File: src/rtl/out_sel_decode_if.sv
// out_sel_decode_if: flit/select handshake bundle between route computation,
// the select decoder and the crossbar enable logic.
// master = the side that presents flits and accepts allocations,
// slave  = the decoder itself.
interface out_sel_decode_if #(
    parameter int NUM_PORT     = 6,
    parameter int LOG_NUM_PORT = 3
);
    logic                    in_valid;
    logic                    in_ready;
    logic [LOG_NUM_PORT-1:0] in_sel;
    logic                    in_head;
    logic                    in_tail;
    logic                    out_valid;
    logic                    out_ready;
    logic [NUM_PORT-1:0]     out_alloc;
    logic                    out_tail;

    modport master (
        output in_valid, in_sel, in_head, in_tail, out_ready,
        input  in_ready, out_valid, out_alloc, out_tail
    );

    modport slave (
        input  in_valid, in_sel, in_head, in_tail, out_ready,
        output in_ready, out_valid, out_alloc, out_tail
    );
endinterface

File: src/rtl/out_sel_decode.sv
// out_sel_decode: turns the binary output-port index carried on a head flit
// into a one-hot allocation vector, holding that vector for the body and
// tail flits of the same packet. One registered valid/ready stage.
// Optional feature: define OUT_SEL_DEC_RANGE_CHECK_EN to drop heads whose
// index is not a real port (flagging err_range) along with the rest of
// that packet.
module out_sel_decode #(
    parameter int NUM_PORT     = 6,
    parameter int LOG_NUM_PORT = 3
) (
    input  logic             clk,
    input  logic             reset_n,
    out_sel_decode_if.slave  bus,
    output logic             lock_busy,
    output logic             err_proto,
    output logic             err_range
);

    // DROP is only reachable when the range check is built in: it swallows
    // the remainder of a packet whose head was rejected.
    typedef enum logic [1:0] {IDLE, LOCK, DROP} state_t;

    localparam logic [LOG_NUM_PORT:0] PORT_LIMIT = (LOG_NUM_PORT + 1)'(NUM_PORT);

    state_t              state;
    state_t              state_next;
    logic [NUM_PORT-1:0] lock_reg;
    logic [NUM_PORT-1:0] lock_next;
    logic [NUM_PORT-1:0] decoded;
    logic [NUM_PORT-1:0] emit_alloc;
    logic                transfer;
    logic                emit;
    logic                set_proto;
    logic                sel_ok;
    logic                range_drop;

    assign bus.in_ready = !bus.out_valid || bus.out_ready;
    assign transfer     = bus.in_valid && bus.in_ready;
    assign sel_ok       = {1'b0, bus.in_sel} < PORT_LIMIT;
    assign decoded      = sel_ok ? (NUM_PORT'(1) << bus.in_sel) : '0;
    assign lock_busy    = (state == LOCK);

`ifdef OUT_SEL_DEC_RANGE_CHECK_EN
    assign range_drop = !sel_ok;
`else
    assign range_drop = 1'b0;
`endif

    // Packet state and the held port vector; both move only on a transfer.
    always_ff @(posedge clk or negedge reset_n) begin
        if (!reset_n) begin
            state    <= IDLE;
            lock_reg <= '0;
        end else begin
            state    <= state_next;
            lock_reg <= lock_next;
        end
    end

    // Next state, what (if anything) to emit, and protocol error detection.
    always_comb begin
        state_next = state;
        lock_next  = lock_reg;
        emit       = 1'b0;
        emit_alloc = lock_reg;
        set_proto  = 1'b0;
        if (transfer) begin
            if (bus.in_head) begin
                if (state == LOCK) begin
                    set_proto = 1'b1;
                end
                if (range_drop) begin
                    state_next = bus.in_tail ? IDLE : DROP;
                end else begin
                    emit       = 1'b1;
                    emit_alloc = decoded;
                    if (bus.in_tail) begin
                        state_next = IDLE;
                    end else begin
                        state_next = LOCK;
                        lock_next  = decoded;
                    end
                end
            end else begin
                case (state)
                    LOCK: begin
                        emit = 1'b1;
                        if (bus.in_tail) begin
                            state_next = IDLE;
                        end
                    end
                    DROP: begin
                        if (bus.in_tail) begin
                            state_next = IDLE;
                        end
                    end
                    default: begin
                        set_proto = 1'b1;
                    end
                endcase
            end
        end
    end

    // Output stage: load on an emitting transfer, retire when downstream takes it.
    always_ff @(posedge clk or negedge reset_n) begin
        if (!reset_n) begin
            bus.out_valid <= 1'b0;
            bus.out_alloc <= '0;
            bus.out_tail  <= 1'b0;
        end else if (emit) begin
            bus.out_valid <= 1'b1;
            bus.out_alloc <= emit_alloc;
            bus.out_tail  <= bus.in_tail;
        end else if (bus.out_ready) begin
            bus.out_valid <= 1'b0;
        end
    end

    // Sticky protocol error flag.
    always_ff @(posedge clk or negedge reset_n) begin
        if (!reset_n) begin
            err_proto <= 1'b0;
        end else if (set_proto) begin
            err_proto <= 1'b1;
        end
    end

`ifdef OUT_SEL_DEC_RANGE_CHECK_EN
    // Sticky flag for a head naming a port that does not exist.
    always_ff @(posedge clk or negedge reset_n) begin
        if (!reset_n) begin
            err_range <= 1'b0;
        end else if (transfer && bus.in_head && range_drop) begin
            err_range <= 1'b1;
        end
    end
`else
    assign err_range = 1'b0;
`endif

endmodule

File: src/flat_wrapper.sv
// flat-port wrapper written by rule: the top's interface ports become plain ports
module out_sel_decode_flat 
#(
    parameter int NUM_PORT     = 6,
    parameter int LOG_NUM_PORT = 3
)
  (clk, reset_n, lock_busy, err_proto, err_range, bus_in_valid, bus_in_sel, bus_in_head, bus_in_tail, bus_out_ready, bus_in_ready, bus_out_valid, bus_out_alloc, bus_out_tail);
  out_sel_decode_if #(.NUM_PORT(NUM_PORT), .LOG_NUM_PORT(LOG_NUM_PORT)) bus_i ();
  input  logic clk;
  input  logic reset_n;
  output logic lock_busy;
  output logic err_proto;
  output logic err_range;
  input wire logic [$bits(bus_i.in_valid)-1:0] bus_in_valid;
  input wire logic [$bits(bus_i.in_sel)-1:0] bus_in_sel;
  input wire logic [$bits(bus_i.in_head)-1:0] bus_in_head;
  input wire logic [$bits(bus_i.in_tail)-1:0] bus_in_tail;
  input wire logic [$bits(bus_i.out_ready)-1:0] bus_out_ready;
  output wire logic [$bits(bus_i.in_ready)-1:0] bus_in_ready;
  output wire logic [$bits(bus_i.out_valid)-1:0] bus_out_valid;
  output wire logic [$bits(bus_i.out_alloc)-1:0] bus_out_alloc;
  output wire logic [$bits(bus_i.out_tail)-1:0] bus_out_tail;
  assign bus_i.in_valid = bus_in_valid;
  assign bus_i.in_sel = bus_in_sel;
  assign bus_i.in_head = bus_in_head;
  assign bus_i.in_tail = bus_in_tail;
  assign bus_i.out_ready = bus_out_ready;
  assign bus_in_ready = bus_i.in_ready;
  assign bus_out_valid = bus_i.out_valid;
  assign bus_out_alloc = bus_i.out_alloc;
  assign bus_out_tail = bus_i.out_tail;
  out_sel_decode #(.NUM_PORT(NUM_PORT), .LOG_NUM_PORT(LOG_NUM_PORT)) u_core (.clk(clk), .reset_n(reset_n), .bus(bus_i), .lock_busy(lock_busy), .err_proto(err_proto), .err_range(err_range));
endmodule
File: config.mk
export PLATFORM = sky130hd
export DESIGN_NAME = out_sel_decode_flat
export DESIGN_NICKNAME = d
export VERILOG_FILES = /design/src/rtl/out_sel_decode_if.sv /design/src/rtl/out_sel_decode.sv /design/src/flat_wrapper.sv
export SDC_FILE = /design/constraint.sdc
export NUM_CORES = 1
export LEC_CHECK = 0
export CORE_MARGIN = 8
export CORE_UTILIZATION = 49
export DETAILED_ROUTE_END_ITERATION = 6
export GPL_ROUTABILITY_DRIVEN = 0
export PLACE_DENSITY = 0.93
export SLEW_MARGIN = 5
export SYNTH_ARGS = -nofsm -noshare
export SYNTH_HDL_FRONTEND = slang
export SYNTH_SLANG_ARGS = --single-unit
File: constraint.sdc
create_clock -name clk -period 2.96 [get_ports clk]
set_clock_uncertainty 0.1 [all_clocks]
set_input_delay 0.444 -clock clk [delete_from_list [all_inputs] [get_ports clk]]
set_output_delay 0.444 -clock clk [all_outputs]
set_load 0.01 [all_outputs]
==> results.py, run 1 <==
metrics = {
    "outcome": {
        "status": "finished clean",
    },
    "floorplanning": {
        "core_um2": 1510,
        "io_pins": 21,
        "die_area_um2": 3130,
        "rows": 14,
        "fp.dieW_um": 56.0,
        "die_h_um": 56.0,
        "initial_core_util_pct": 51.9,
    },
    "finish": {
        "final_cells": 103,
        "diodes": 0,
        "nNetsFinal": 99,
        "final_util_pct": 65.8,
        "regArea_um2": 400,
        "synthToLayoutAreaGrowth_pct": 26.7,
        "drive_gt1_share_pct": 17.2,
        "multi_input_area_um2": 332,
        "fillCellCount": 129,
        "finalInstanceArea_um2": 991,
    },
    "placed_design": {
        "place_area_um2": 968,
        "io_buffers": 19,
        "dp.cells": 100,
        "dp_hpwl_mm": 1.20,
    },
    "power_and_ir_drop": {
        "power.density_nw_per_um2": 609,
        "peakVddDrop_uv": 351,
        "p_leak_nw": 0.456,
        "p_total_mw": 0.603,
    },
    "worst_setup_path": {
        "crit_required_ns": 2.42,
        "cp-end-kind": "primary output",
        "cp_max_fo": 12,
        "slowest_stage": "clkdlybuf4s50_1",
        "path_cells": "clkdlybuf4s50_1 > nand2b_1 > buf_4 > clkdlybuf4s50_1",
        "r2r_slack_ns": 1.36,
        "crit_path_frequent_cell": "clkdlybuf4s50_1",
        "critPathKind": "input pin to primary output",
        "crit_path_max_incr_delay_ns": 0.56,
        "crit_buf_inv": 3,
        "cp_data_arrival_time_ns": 1.72,
        "crit_path_start_kind": "input pin",
        "crit_family": "buffers and inverters",
    },
    "logic_synthesis": {
        "ys_warn_count": 0,
        "synthAdderAreaFrac_pct": 1.60,
        "syn_area_um2": 782,
        "synth-simple-area-share_pct": 14.2,
        "synthDistinctLibCells": 22,
        "synth_area_per_cell_um2": 11.5,
        "synth_fp_nets": 78,
        "synth_top_family_by_area": "multiplexers",
        "netlist_instances": 68,
        "synth_xor_xnor_area_share_pct": 0,
        "synth-seq-cells": 16,
        "synth_compound_area_share_pct": 10.4,
        "synthMuxAreaShare_pct": 15.7,
        "synth_seq_area_share_pct": 51.2,
    },
    "global_route": {
        "grt_max_degree": 17,
        "grt_pass1_vias": 587,
        "antenna_found_initial": 0,
        "grt.met1_usage_pct": 11.5,
        "grt_use_total_pct": 11.2,
        "grtUsageMet3_pct": 5.94,
        "grtUsageMet2_pct": 17.0,
        "grt_pass1_wl_mm": 2.74,
        "busiest_layer": "met2",
        "overflow": 0,
    },
    "route": {
        "drc": 0,
        "wl_per_cell_um": 15.3,
        "drt_iter0_markers": 20,
        "vias": 565,
        "ant_nets": 0,
        "via_per_inst": 5.49,
        "drt-total-wl_mm": 1.58,
        "first_pass_iters": 4,
    },
    "sta": {
        "worst_slew_pin_slew_ns": 0.689,
        "slew_violations": 0,
        "finalHoldViolations": 0,
        "period_share_pct": 76.6,
        "tns_ns": 0,
        "setup_violations": 0,
        "fmax_mhz": 441,
        "slew_headroom_pct": 54.0,
        "post-route-min-period_ns": 2.27,
        "rsz0062_at_grt": "no",
    },
    "clock_tree": {
        "htree_levels": 1,
        "cts_setup_buffers": 0,
        "cts_sinks": 16,
        "tritoncts": "done",
        "cts_buffers": 3,
        "clock_latency_ns": 0.29,
        "clock_path_buffers": 2,
        "holdBufCountCts": 0,
        "post_cts_resized": 0,
        "cts.clk_slew.worst_paths_ns": 0.08,
        "cts_root_buf": "clkbuf_4",
    },
    "job": {
        "max_cap_viol_count": 0,
    },
    "min_path": {
        "hold_class": "register to register",
    },
}
## worst register-to-register path: stages (launching register included)
cell and delay (ns):
dfrtp_1 0.39, inv_1 0.06, ha_1 0.20, nor2b_4 0.22, and2_4 0.23, mux2_4 0.30
## final timing paths
| path | from | end | cells after the start |
|---|---|---|---|
| setup / recovery | bus_out_ready | bus_in_ready | 4 |
| hold / removal | u_core.err_proto$_DFFE_PN0P_ | u_core.err_proto$_DFFE_PN0P_ | 1 |
| setup reg to reg | u_core.state[0]$_DFFE_PN0P_ | u_core.bus.out_tail$_DFFE_PN0P_ | 5 |
| hold reg to reg | u_core.err_proto$_DFFE_PN0P_ | u_core.err_proto$_DFFE_PN0P_ | 1 |
| max in group asynchronous | reset_n | u_core.lock_reg[4]$_DFFE_PN0P_ | 1 |
| min in group asynchronous | reset_n | u_core.bus.out_alloc[5]$_DFFE_PN0P_ | 1 |
## stage by stage
stage	hold WS [ns]	worst slack (ns)
after floorplan	0.0484	1.05
after global placement	0.359	0.659
after detailed placement	0.383	0.613
after CTS	0.406	0.678
after global routing	0.420	0.638
final	0.397	0.694
## cell usage after synthesis (all sizes together)
cell type / number / area share, %
nand4b: 1 / 1.9
nor3b: 3 / 2.9
nand2b: 1 / 0.80
nand2: 6 / 2.9
and2: 1 / 1.1
nor2b: 1 / 1.8
nor3: 1 / 0.64
buf: 4 / 4.5
o21bai: 1 / 0.96
inv: 3 / 1.4
clkbuf: 1 / 0.48
mux2i: 4 / 5.1
dfrtp: 16 / 51
conb: 1 / 0.48
a21oi: 11 / 7.0
a31oi: 3 / 2.4
mux2: 7 / 11
and3b: 2 / 2.2
ha: 1 / 1.6
## cells by family (layout without fill, tap and decap cells)
kind of cell / count (synthesis) / count (layout)
flops: 16 / 16
simple gates: 16 / 16
compound gates: 15 / 15
mux: 11 / 11
buf+inv: 8 / 27
fa+ha+maj: 1 / 1
other cells: 1 / 1
## cell type report
| class | instances | area share, % |
|---|---|---|
| flip-flops and latches | 16 | 40.4 |
| well taps | 16 | 2.02 |
| multi-input cells | 44 | 33.5 |
| inverters | 3 | 1.14 |
| repair buffers | 21 | 20.7 |
| clock buffers | 3 | 2.27 |
## cell usage in the layout (no fill, tap or decap), types with 2 or more instances in the layout
master            n
a21oi_1          11
a31oi_1           3
and3b_1           2
buf_4             2
clkbuf_4          3
clkdlybuf4s50_1  19
dfrtp_1          16
inv_1             3
mux2_2            6
mux2i_1           4
nand2_1           6
nor3b_1           3
## power by group
| group | internal, mW | switching, mW | leakage, nW |
|---|---|---|---|
| Sequential | 0.262 | 0.0269 | 0.196 |
| Combinational | 0.115 | 0.0872 | 0.247 |
| Clock | 0.0474 | 0.0641 | 0.0138 |
| Total | 0.425 | 0.178 | 0.456 |
## per-layer routing
layer,part of all wire (%),vias to the layer above
met3,7.6,4
met4,2.9,0
li1,-,278
met1,45,262
met5,0,-
met2,44,21
Power figures use the tool's default switching activity.
==> inputs of run 2 (changes only) <==
--- a/config.mk
+++ b/config.mk
@@ -6,10 +6,10 @@
 export NUM_CORES = 1
 export LEC_CHECK = 0
 export CORE_MARGIN = 8
-export CORE_UTILIZATION = 49
+export CORE_UTILIZATION = 41
 export DETAILED_ROUTE_END_ITERATION = 6
 export GPL_ROUTABILITY_DRIVEN = 0
-export PLACE_DENSITY = 0.93
+export PLACE_DENSITY = 0.84
 export SLEW_MARGIN = 5
 export SYNTH_ARGS = -nofsm -noshare
 export SYNTH_HDL_FRONTEND = slang
==> constraint.sdc (replaced) <==
create_clock -name clk -period 1.8 [get_ports clk]
set_clock_uncertainty 0.1 [all_clocks]
set_input_delay 0.27 -clock clk [delete_from_list [all_inputs] [get_ports clk]]
set_output_delay 0.27 -clock clk [all_outputs]
set_load 0.01 [all_outputs]
==> results.py, run 2 (synthesis gave the netlist of run 1 again) <==
metrics = {
    "floorplanning": {
        "die_h_um": 59.7,
        "core_um2": 1760,
        "die_area_um2": 3560,
        "io_pins": 21,
        "rows": 15,
        "fp.dieW_um": 59.7,
        "initial_core_util_pct": 44.3,
    },
    "power_and_ir_drop": {
        "peakVddDrop_uv": 643,
        "p_total_mw": 1.06,
        "p_leak_nw": 0.492,
        "power.density_nw_per_um2": 1000,
    },
    "sta": {
        "rsz0062_at_grt": "no",
        "slew_violations": 0,
        "period_share_pct": 88.4,
        "finalHoldViolations": 0,
        "tns_ns": 0,
        "fmax_mhz": 629,
        "post-route-min-period_ns": 1.59,
        "setup_violations": 0,
    },
    "placed_design": {
        "io_buffers": 19,
        "dp_hpwl_mm": 1.30,
    },
    "finish": {
        "layout_commonest_cell": "clkdlybuf4s50_1",
        "synthToLayoutAreaGrowth_pct": 35.5,
        "final_cell_mix": "18 x clkdlybuf4s50_1, 16 x dfrtp_1, 11 x a21oi_1",
        "diodes": 0,
        "nNetsFinal": 105,
        "drive_gt1_share_pct": 23.4,
    },
    "clock_tree": {
        "cts_root_buf": "clkbuf_4",
        "cts.clk_slew.worst_paths_ns": 0.10,
        "cts_buffers": 3,
        "cts_setup_buffers": 0,
        "clock_latency_ns": 0.29,
        "htree_levels": 1,
        "tritoncts": "done",
        "cts_sinks": 16,
        "post_cts_resized": 1,
        "holdBufCountCts": 0,
        "clock_path_buffers": 2,
    },
    "global_route": {
        "grt_pass1_wl_mm": 2.71,
        "grt_use_total_pct": 10.2,
        "grt_pass1_vias": 626,
        "overflow": 0,
        "antenna_found_initial": 0,
        "grt_max_degree": 17,
    },
    "worst_setup_path": {
        "cp-end-kind": "primary output",
        "cp_max_fo": 2,
        "crit_family": "buffers and inverters",
        "crit_path_max_incr_delay_ns": 0.55,
        "path_cells": "clkdlybuf4s50_1",
        "crit_buf_inv": 1,
        "crit_path_start_kind": "register",
        "critPathKind": "register to primary output",
        "crit_required_ns": 1.43,
        "cp_data_arrival_time_ns": 1.22,
        "slowest_stage": "clkdlybuf4s50_1",
    },
    "route": {
        "wl_per_cell_um": 13.9,
        "drt-total-wl_mm": 1.66,
        "drt_iter0_markers": 12,
        "drc": 0,
        "ant_nets": 0,
        "vias": 589,
        "via_per_inst": 4.95,
        "first_pass_iters": 4,
    },
    "min_path": {
        "hold_class": "input pin to async pin",
    },
    "job": {
        "max_cap_viol_count": 0,
    },
    "outcome": {
        "status": "finished clean",
    },
}
run 2: layout make-up:
class	count	area (µm²)
flip-flops and latches	16	400
fillers	154	704
well taps	25	31.3
repair buffers	27	249
inverters	3	11.3
multi-input cells	44	332
clock buffers	4	36.3
run 2: metrics by stage:
stage / util, % / instance area [µm²] / hold slack, ns / setup WS, ns / cells
after floorplan: - / 782 / -0.126 / 0.0614 / 68
after global placement: 58.1 / 1020 / 0.357 / -0.0376 / 115
after detailed placement: 58.1 / 1020 / 0.396 / -0.0375 / 115
after CTS: 60.1 / 1060 / 0.187 / 0.211 / 119
after global routing: 60.1 / 1060 / 0.200 / 0.179 / 119
final: 60.1 / 1060 / 0.178 / 0.209 / 119
run 2: where the power goes:
| group | switching (mW) | internal (mW) | leakage, nW |
|---|---|---|---|
| Sequential | 0.0410 | 0.431 | 0.196 |
| Clock | 0.115 | 0.123 | 0.0210 |
| Combinational | 0.146 | 0.203 | 0.275 |
run 2: final timing paths:
path                                                           from                             end  slack [ns]  depth (start not counted)
worst max-delay path            u_core.bus.out_alloc[0]$_DFFE_PN0P_                bus_out_alloc[0]        0.21                          1
worst min-delay path                                        reset_n  u_core.lock_reg[4]$_DFFE_PN0P_        0.18                          2
worst max register to register     u_core.bus.out_valid$_DFFE_PN0P_  u_core.lock_reg[0]$_DFFE_PN0P_        0.34                          4
worst min register to register         u_core.err_proto$_DFFE_PN0P_    u_core.err_proto$_DFFE_PN0P_        0.40                          1
max in group asynchronous                                   reset_n  u_core.lock_reg[5]$_DFFE_PN0P_        1.24                          2
min in group clk                       u_core.err_proto$_DFFE_PN0P_    u_core.err_proto$_DFFE_PN0P_        0.40                          1
run 2: worst reg2reg max path: cells and delay by family, from the launching register on:
family | cells | cell delay [ns]
AND/OR/NAND/NOR | 2 | 0.37
buffers and inverters | 1 | 0.15
flip-flops | 1 | 0.39
multiplexers | 1 | 0.35
run 2: metal layers:
layer  global-route usage [%]  routed length [µm]
met1                     12.4                 756
met2                     16.0                 799
met3                     3.43                  91
met4                     4.08                  10
met5                        0                   0
